File: src/rtl/ddr3_ps_ctrl_if.sv
// ============================================================================
// Module   : ddr3_ps_ctrl_if
// Brief    : Request/status and MMCM dynamic phase-shift signals of ddr3_ps_ctrl.
// Revision : 1.0 - initial release
// ============================================================================
`default_nettype none

interface ddr3_ps_ctrl_if;
  logic               ps_req;
  logic               ps_dir;
  logic [9:0]         ps_steps;
  logic               PSEN;
  logic               PSINCDEC;
  logic               PSDONE;
  logic               ps_busy;
  logic               ps_done;
  logic               ps_limit;
  logic               ps_err;
  logic signed [15:0] ps_offset;

  // master: application plus MMCM side; slave: the controller
  modport master (
    output ps_req, ps_dir, ps_steps, PSDONE,
    input  PSEN, PSINCDEC, ps_busy, ps_done, ps_limit, ps_err, ps_offset
  );

  modport slave (
    input  ps_req, ps_dir, ps_steps, PSDONE,
    output PSEN, PSINCDEC, ps_busy, ps_done, ps_limit, ps_err, ps_offset
  );
endinterface

`default_nettype wire

File: src/rtl/ddr3_ps_ctrl.sv
// ============================================================================
// Module   : ddr3_ps_ctrl
// Brief    : MMCM fine phase-shift sequencer with offset tracking and limit.
//            Optional PSDONE timeout abort enabled by macro DDR3_PS_TIMEOUT_EN.
// Revision : 1.0 - initial release
// ============================================================================
`default_nettype none

module ddr3_ps_ctrl #(
  parameter int MAX_OFFSET     = 560,
  parameter int TIMEOUT_CYCLES = 63
) (
  input  wire logic         clk_app,
  input  wire logic         rstdiv0,
  ddr3_ps_ctrl_if.slave     ps
);

  typedef enum logic [1:0] {
    IDLE = 2'd0,
    STEP = 2'd1,
    WAIT = 2'd2,
    DONE = 2'd3
  } state_t;

  localparam logic signed [16:0] MAX_S = MAX_OFFSET[16:0];

  state_t             state;
  state_t             state_nx;
  logic               dir_r;
  logic [9:0]         remaining;
  logic signed [15:0] offset;
  logic               limit;
  logic               err;
  logic               done_q;
  logic               psdone_seen;
  logic               psen;
  logic               accept;
  logic               step_ok;
  logic               set_limit;
  logic               timeout_hit;
  logic signed [16:0] next_off;
  logic               over;

  assign next_off = {offset[15], offset} + (dir_r ? 17'sd1 : -17'sd1);
  assign over     = (next_off > MAX_S) || (next_off < -MAX_S);

  always_comb begin
    state_nx  = state;
    psen      = 1'b0;
    accept    = 1'b0;
    step_ok   = 1'b0;
    set_limit = 1'b0;
    case (state)
      IDLE: begin
        if (ps.ps_req) begin
          accept   = 1'b1;
          state_nx = (ps.ps_steps == 10'd0) ? DONE : STEP;
        end
      end
      STEP: begin
        if (remaining == 10'd0) begin
          state_nx = DONE;
        end else if (over) begin
          set_limit = 1'b1;
          state_nx  = DONE;
        end else begin
          psen     = 1'b1;
          state_nx = WAIT;
        end
      end
      WAIT: begin
        // PSDONE is captured first so the next PSEN is two cycles after it
        if (psdone_seen) begin
          step_ok  = 1'b1;
          state_nx = STEP;
        end else if (timeout_hit) begin
          state_nx = DONE;
        end
      end
      DONE:    state_nx = IDLE;
      default: state_nx = IDLE;
    endcase
  end

  always_ff @(posedge clk_app or posedge rstdiv0) begin
    if (rstdiv0) begin
      state       <= IDLE;
      dir_r       <= 1'b0;
      remaining   <= 10'd0;
      offset      <= 16'sd0;
      limit       <= 1'b0;
      done_q      <= 1'b0;
      psdone_seen <= 1'b0;
    end else begin
      state       <= state_nx;
      done_q      <= (state == DONE);
      psdone_seen <= (state == WAIT) && !psdone_seen && ps.PSDONE;
      if (accept) begin
        dir_r     <= ps.ps_dir;
        remaining <= ps.ps_steps;
        limit     <= 1'b0;
      end else if (step_ok) begin
        offset    <= offset + (dir_r ? 16'sd1 : -16'sd1);
        remaining <= remaining - 10'd1;
      end
      if (set_limit) begin
        limit <= 1'b1;
      end
    end
  end

`ifdef DDR3_PS_TIMEOUT_EN
  localparam logic [7:0] TO_LAST = 8'(TIMEOUT_CYCLES - 1);

  logic [7:0] timer;

  // timer holds the number of WAIT cycles already elapsed
  assign timeout_hit = !ps.PSDONE && (timer == TO_LAST);

  always_ff @(posedge clk_app or posedge rstdiv0) begin
    if (rstdiv0) begin
      timer <= 8'd0;
      err   <= 1'b0;
    end else begin
      if (psen) begin
        timer <= 8'd0;
      end else if (state == WAIT) begin
        timer <= timer + 8'd1;
      end
      if (accept) begin
        err <= 1'b0;
      end else if ((state == WAIT) && !psdone_seen && timeout_hit) begin
        err <= 1'b1;
      end
    end
  end
`else
  assign timeout_hit = 1'b0;
  assign err         = 1'b0;
`endif

  assign ps.PSEN      = psen;
  assign ps.PSINCDEC  = dir_r;
  assign ps.ps_busy   = (state != IDLE);
  assign ps.ps_done   = done_q;
  assign ps.ps_limit  = limit;
  assign ps.ps_err    = err;
  assign ps.ps_offset = offset;

endmodule

`default_nettype wire
File: src/flat_wrapper.sv
// flat-port wrapper written by rule: the top's interface ports become plain ports
module ddr3_ps_ctrl_flat 
#(
  parameter int MAX_OFFSET     = 560,
  parameter int TIMEOUT_CYCLES = 63
)
  (clk_app, rstdiv0, ps_ps_req, ps_ps_dir, ps_ps_steps, ps_PSDONE, ps_PSEN, ps_PSINCDEC, ps_ps_busy, ps_ps_done, ps_ps_limit, ps_ps_err, ps_ps_offset);
  ddr3_ps_ctrl_if ps_i ();
  input  wire logic clk_app;
  input  wire logic rstdiv0;
  input wire logic [$bits(ps_i.ps_req)-1:0] ps_ps_req;
  input wire logic [$bits(ps_i.ps_dir)-1:0] ps_ps_dir;
  input wire logic [$bits(ps_i.ps_steps)-1:0] ps_ps_steps;
  input wire logic [$bits(ps_i.PSDONE)-1:0] ps_PSDONE;
  output wire logic [$bits(ps_i.PSEN)-1:0] ps_PSEN;
  output wire logic [$bits(ps_i.PSINCDEC)-1:0] ps_PSINCDEC;
  output wire logic [$bits(ps_i.ps_busy)-1:0] ps_ps_busy;
  output wire logic [$bits(ps_i.ps_done)-1:0] ps_ps_done;
  output wire logic [$bits(ps_i.ps_limit)-1:0] ps_ps_limit;
  output wire logic [$bits(ps_i.ps_err)-1:0] ps_ps_err;
  output wire logic [$bits(ps_i.ps_offset)-1:0] ps_ps_offset;
  assign ps_i.ps_req = ps_ps_req;
  assign ps_i.ps_dir = ps_ps_dir;
  assign ps_i.ps_steps = ps_ps_steps;
  assign ps_i.PSDONE = ps_PSDONE;
  assign ps_PSEN = ps_i.PSEN;
  assign ps_PSINCDEC = ps_i.PSINCDEC;
  assign ps_ps_busy = ps_i.ps_busy;
  assign ps_ps_done = ps_i.ps_done;
  assign ps_ps_limit = ps_i.ps_limit;
  assign ps_ps_err = ps_i.ps_err;
  assign ps_ps_offset = ps_i.ps_offset;
  ddr3_ps_ctrl #(.MAX_OFFSET(MAX_OFFSET), .TIMEOUT_CYCLES(TIMEOUT_CYCLES)) u_core (.clk_app(clk_app), .rstdiv0(rstdiv0), .ps(ps_i));
endmodule
File: config.mk
export PLATFORM = sky130hd
export DESIGN_NAME = ddr3_ps_ctrl_flat
export DESIGN_NICKNAME = d
export VERILOG_FILES = /design/src/rtl/ddr3_ps_ctrl_if.sv /design/src/rtl/ddr3_ps_ctrl.sv /design/src/flat_wrapper.sv
export SDC_FILE = /design/constraint.sdc
export NUM_CORES = 1
export LEC_CHECK = 0
export CAP_MARGIN = 20
export CORE_UTILIZATION = 25
export DETAILED_ROUTE_END_ITERATION = 8
export PLACE_DENSITY = 0.52
export SLEW_MARGIN = 25
export SYNTH_ARGS = -nofsm -noshare
export SYNTH_HDL_FRONTEND = slang
export SYNTH_SLANG_ARGS = --single-unit
export TNS_END_PERCENT = 10
File: constraint.sdc
create_clock -name clk_app -period 3.26 [get_ports clk_app]
set_input_delay 0.489 -clock clk_app [delete_from_list [all_inputs] [get_ports clk_app]]
set_output_delay 0.489 -clock clk_app [all_outputs]
set_load 0.05 [all_outputs]
==> impl_results.md, run 1 <==
* Tcrit/Tclk final at 115%
* Final nets at 415
* P&R area growth vs syn at 50.4%
* Cell taking the most area after synthesis: dfrtp_1
* Syn Nets at 315
* Final Hold Slack at 0.463 ns
* Initial drt markers at 144
* Gr ovfl total at 0
* Hold depth at 1
* Core Area at 9280 µm²
* DRC Markers at 0
* Startpoint types: flip-flop
* Setup violators final at 1
* Critical Path RT at 2.77 ns
* DP Wirelength at 5.20 mm
* Share of the yosys chip area belonging to registers at 33.3%
* Layout cells sized above 1 at 27.6%
* FF+latch count, synth at 32
* TritonCTS Buffers at 5
* Filler cell count at 983
* Library cells used by synthesis at 58
* Row cnt at 35
* Diode count at 0
* Hold buffers post-CTS at 0
* Fin. max-slew vios at 0
* Crit-path max FO at 8
* Asr flop ratio synth at 100%
* Die Footprint at 10,000 µm²
* Main synth FF type: dfrtp_1
* Synth area leaders: dfrtp_1 33%, ha_1 8.3%, o21ai_0 6.4%
* Input/output buffers at 35
* Largest buffer count on any clock path at 2
* Clock transition at path regs at 0.08 ns
* Final WS setup at -0.474 ns
* WP data arrival at 3.24 ns
* Cells after Synth at 283
* Die Height at 100 µm
* DRT Wirelength at 6.67 mm
* H-tree depth at 2
* CP Class: flip-flop to primary output
* Worst-Margin Slew at 0.558 ns
* Post-Syn Area at 2410 µm²
* Top cell type's share of synthesized area at 33.3%
* DRT Pass-1 Iters at 4
* Via density at 4.78
* Worst hold-check path type: flip-flop to flip-flop
* Synth warn at 0
* IO Pins at 37
* R2R depth at 14
* CTS root buffer: clkbuf_8
* Vias in the first global route at 2,470
* Rel. slew slack at 62.4%
* CTS sink count at 32
* Final antenna-violating net count at 0
* Worst-Skew Late Latency at 0.29 ns
* Failing checks: setup timing
* Gpl congestion at 0.825
* Max-Cap Viols at 0
* First-pass GRT wire length at 11.4 mm
* RSZ-0062 raised after global routing: yes
* Antenna violations before repair at 0
* Die span in x at 100 µm
* Start point of the critical path: u_core.ps.PSINCDEC
* Hold Crit Start: u_core.psdone_seen
* Max Clk Rate at 0.268 GHz
* TritonCTS clock tree: done
* Endpoints failing hold at 0
* CP Capture Type: primary output
* Largest net degree at the start of global routing at 33
* Vias at 2,452
* Wire length per cell at 13.0 µm
* Initial Utilization at 25.9%
* Status: complete, but fails checks
* EDFF count, synth at 0
* R2R Path Start: u_core.ps.PSINCDEC
* GRT Total Usage at 14.2%
* Minimum clock period at 3.73 ns
* Avg Cell Area, Syn at 8.51 µm²
* Clock Skews at 0.00784 ns
per-stage QoR:
| step | setup TNS [ns] | std cells | setup slack, ns | utilization, % | instance area, µm² |
|---|---|---|---|---|---|
| 2_1_floorplan | -0.729 | 283 | -0.693 | - | 2450 |
| 3_3_place_gp | -0.269 | 503 | -0.269 | 36.8 | 3420 |
| 3_5_place_dp | -0.303 | 503 | -0.303 | 36.8 | 3420 |
| 4_1_cts | -0.512 | 512 | -0.512 | 38.5 | 3570 |
| 5_1_grt | -0.809 | 513 | -0.650 | 39.0 | 3620 |
| 6_report | -0.474 | 513 | -0.474 | 39.0 | 3620 |
cell usage after synthesis, drive strengths merged, types with 7 or more instances:
cell	number
nor2	18
nor4	7
a21oi	18
xnor2	8
ha	16
inv	15
o21ai	32
clkbuf	9
nor3	8
nand2	35
dfrtp	32
critical path, stage by stage (launching register included):
cell        delay [ns]
dfrtp_2           0.39
clkinvlp_4        0.11
buf_6             0.16
ha_4              0.23
a21o_4            0.22
a2111oi_4         0.31
a22oi_1           0.10
o31a_1            0.13
a2111o_1          0.39
a211o_1           0.27
nor4_2            0.18
mux2i_2           0.14
nor3_4            0.17
buf_12            0.16
layout by cell type (no fill, tap or decap), types with 3 or more instances in the layout:
master	netlist	final
a21o_1	5	4
a21oi_1	18	17
a221o_1	5	5
buf_4	1	70
clkbuf_8	0	5
clkdlybuf4s50_1	0	34
dfrtp_1	32	31
ha_1	16	12
ha_4	0	3
inv_1	15	14
mux2_2	3	3
nand2_1	35	35
nand2b_1	5	5
nand3_1	5	5
nor2_1	18	17
nor3_1	8	6
nor4_1	6	6
o211ai_1	5	5
o21a_1	4	4
o21ai_0	31	30
xnor2_1	8	8
cell families (layout without fill, tap and decap cells):
| logic type | after synthesis | count (layout) | synth area share [%] |
|---|---|---|---|
| buffers and inverters | 28 | 129 | 5.15 |
| multiplexers | 4 | 4 | 1.82 |
| AND/OR/NAND/NOR | 97 | 97 | 20.0 |
| other | 1 | 1 | 0.156 |
| flip-flops | 32 | 32 | 33.3 |
| AO/OA/AOI/OAI | 94 | 94 | 26.8 |
| XOR/XNOR | 10 | 10 | 3.64 |
| adder cells (fa/ha/maj) | 17 | 17 | 9.15 |
state kept, by name (all words and copies together) (netlist names):
register             count
u_core.ps.ps_done        1
u_core.ps.ps_offset     16
u_core.ps.ps_limit       1
u_core.state             2
u_core.remaining        10
u_core.ps.PSINCDEC       1
u_core.psdone_seen       1
layer usage:
layer  GRT usage, %  vias up  wire (µm)
met2           24.1       48       3220
li1               -     1250          -
met5              0        -          0
met1           18.4     1144       3110
met4           4.01        0         91
met3           2.44       10        254
final cells by class:
| class | count | area, µm² | area share [%] |
|---|---|---|---|
| multi-input combinational | 223 | 1580 | 43.8 |
| sequential | 32 | 802 | 22.2 |
| clock inverter | 3 | 46.3 | 1.28 |
| tap | 129 | 161 | 4.46 |
| inverter | 15 | 60.1 | 1.66 |
| clock buffer | 5 | 68.8 | 1.90 |
| timing repair buffer | 106 | 897 | 24.8 |
final timing paths:
check,slack [ns],endpoint
worst min-delay path,0.46,u_core.psdone_seen
worst min register to register,0.46,u_core.psdone_seen
worst max register to register,0.08,u_core.state[0]
min in group asynchronous,0.60,u_core.remaining[5]
worst max-delay path,-0.47,ps_PSEN
max in group asynchronous,2.33,u_core.ps.PSINCDEC
repair_timing:
item / 4_1_cts / 5_1_grt
buffers inserted: 1 / 1
setup endpoints to repair: 1 / 3
cloned: 0 / 0
resized for setup: 5 / 10
pin swaps: 2 / 1
endpoints found under the hold margin: 0 / 0
Power of run 1 is not shown: default switching activity piles up to over one toggle a cycle in this logic, so the estimate is an artifact.
==> run 2, diff against run 1 <==
--- a/config.mk
+++ b/config.mk
@@ -7,6 +7,7 @@
 export LEC_CHECK = 0
 export CAP_MARGIN = 20
 export CORE_UTILIZATION = 25
+export CTS_BUF_LIST = sky130_fd_sc_hd__clkbuf_4 sky130_fd_sc_hd__clkbuf_8
 export DETAILED_ROUTE_END_ITERATION = 8
 export PLACE_DENSITY = 0.52
 export SLEW_MARGIN = 25
==> results of run 2 <==
Final layout, timing and power as in run 1 (identical DEF).
Power of run 2 is left out for the same reason.
==> run 3, diff against run 2 <==
==> constraint.sdc (replaced) <==
create_clock -name clk_app -period 3.1 [get_ports clk_app]
set_input_delay 0.465 -clock clk_app [delete_from_list [all_inputs] [get_ports clk_app]]
set_output_delay 0.465 -clock clk_app [all_outputs]
set_load 0.05 [all_outputs]
==> run 3 against run 2 <==
The run still ends with setup timing left. Final area increased by 0.66%. Setup slack got worse by 0.21 ns. First-iteration DRC count decreased by 31%. Non-clock buffer count increased by 6. Critical path type unchanged.
==> impl_results.md, run 3 (synthesis results as in run 1) <==
* Failing checks: setup timing
* Diode count at 0
* Crit-path max FO at 8
* Gr ovfl total at 0
* R2R Path Start: u_core.ps.PSINCDEC
* First-pass GRT wire length at 11.5 mm
* Gpl congestion at 0.838
* WP data arrival at 3.32 ns
* Row cnt at 35
* Worst hold-check path type: input port to asynchronous set/reset pin
* TritonCTS Buffers at 5
* Hold buffers post-CTS at 0
* Critical Path RT at 2.63 ns
* Final antenna-violating net count at 0
* RSZ-0062 raised after global routing: yes
* CP Capture Type: primary output
* Tcrit/Tclk final at 122%
* Fin. max-slew vios at 0
* Input/output buffers at 35
* Initial drt markers at 99
* Clock Skews at 0.00586 ns
* Initial Utilization at 25.9%
* Largest net degree at the start of global routing at 25
* R2R Path End: u_core.state[0]
* DRT Pass-1 Iters at 6
* Startpoint types: flip-flop
* Vias at 2,510
* Layout cells sized above 1 at 27.9%
* Max reg flops at 16
* Worst slack at placement at -0.475 ns
* Final Hold Slack at 0.456 ns
* DP Wirelength at 5.48 mm
* Setup violators final at 3
* Worst-Skew Late Latency at 0.29 ns
* Max-Cap Viols at 0
* Wire length per cell at 13.5 µm
* CP Class: flip-flop to primary output
* Most frequent cells in the layout: 76 x buf_4, 35 x nand2_1, 34 x clkdlybuf4s50_1
* DRT Wirelength at 7.01 mm
* R2R depth at 13
* Final nets at 421
* Via density at 4.84
* Antenna violations before repair at 0
* Clock transition at path regs at 0.07 ns
* Endpoints failing hold at 0
* Status: complete, but fails checks
* Minimum clock period at 3.78 ns
* H-tree depth at 2
* Final WS setup at -0.685 ns
* Die Footprint at 10,000 µm²
* R2r setup slk at -0.03 ns
* Worst-Margin Slew at 0.573 ns
* Largest buffer count on any clock path at 2
* CTS root buffer: clkbuf_8
* Max Clk Rate at 0.264 GHz
* CTS sink count at 32
* TritonCTS clock tree: done
* Rel. slew slack at 61.4%
* GRT Total Usage at 14.5%
* DRC Markers at 0
* P&R area growth vs syn at 51.4%
* IO Pins at 37
* Non-Filler Instances at 519
* Die span in x at 100 µm
* # placed instances at 510
* Commonest non-fill, non-tap cell in the layout: buf_4
* Die Height at 100 µm
* Core Area at 9280 µm²
* Vias in the first global route at 2,495
## run 3: worst max-delay path, cell delays in order (launching register included)
cell and delay, ns:
dfrtp_2 0.39, clkinvlp_4 0.11, buf_6 0.16, ha_4 0.27, a21o_4 0.24, a2111oi_4 0.30, a22oi_1 0.11, o31a_1 0.13
a2111o_1 0.40, a211o_1 0.27, nor4_2 0.16, mux2i_2 0.14, nor3_4 0.17, buf_12 0.16
## run 3: how the worst max path moves through the flow
stage / depth (start not counted) / from / endpoint
after floorplan: 11 / u_core.ps.PSINCDEC / ps_PSEN
after global routing: 16 / u_core.ps.PSINCDEC / ps_PSEN
after CTS: 13 / u_core.ps.PSINCDEC / ps_PSEN
after detailed placement: 13 / u_core.ps.PSINCDEC / ps_PSEN
after global placement: 14 / u_core.ps.PSINCDEC / ps_PSEN
final: 13 / u_core.ps.PSINCDEC / ps_PSEN
## run 3: area by class of cell
cell class,count,area [µm²]
Tap cell,129,161
Multi-Input combinational cell,223,1570
Clock inverter,3,42.5
Clock buffer,5,68.8
Sequential cell,32,802
Inverter,15,60.1
Timing Repair Buffer,112,942
Fill cell,994,5640
## run 3: what timing repair did
| item | 4_1_cts | 5_1_grt |
|---|---|---|
| endpoints found under the setup margin | 3 | 3 |
| resized for setup | 3 | 8 |
| endpoints found under the hold margin | 0 | 0 |
| buffers inserted | 0 | 1 |
| pin swaps | 2 | 3 |
## run 3: layer usage
metal	up-vias	track usage [%]	routed length (µm)
met5	-	0	0
met4	0	3.23	60
met3	6	2.92	207
met2	39	25.8	3470
met1	1210	18.0	3280
li1	1255	-	-
## run 3: stage by stage
| step | utilization [%] | area [µm²] | TNS [ns] |
|---|---|---|---|
| 3_5_place_dp | 37.4 | 3470 | -0.606 |
| 5_1_grt | 39.2 | 3640 | -1.27 |
| 4_1_cts | 38.7 | 3600 | -0.793 |
| 2_1_floorplan | - | 2450 | -1.19 |
| 6_report | 39.2 | 3640 | -0.738 |
| 3_3_place_gp | 37.4 | 3470 | -0.548 |
Power of run 3 is left out for the same reason.
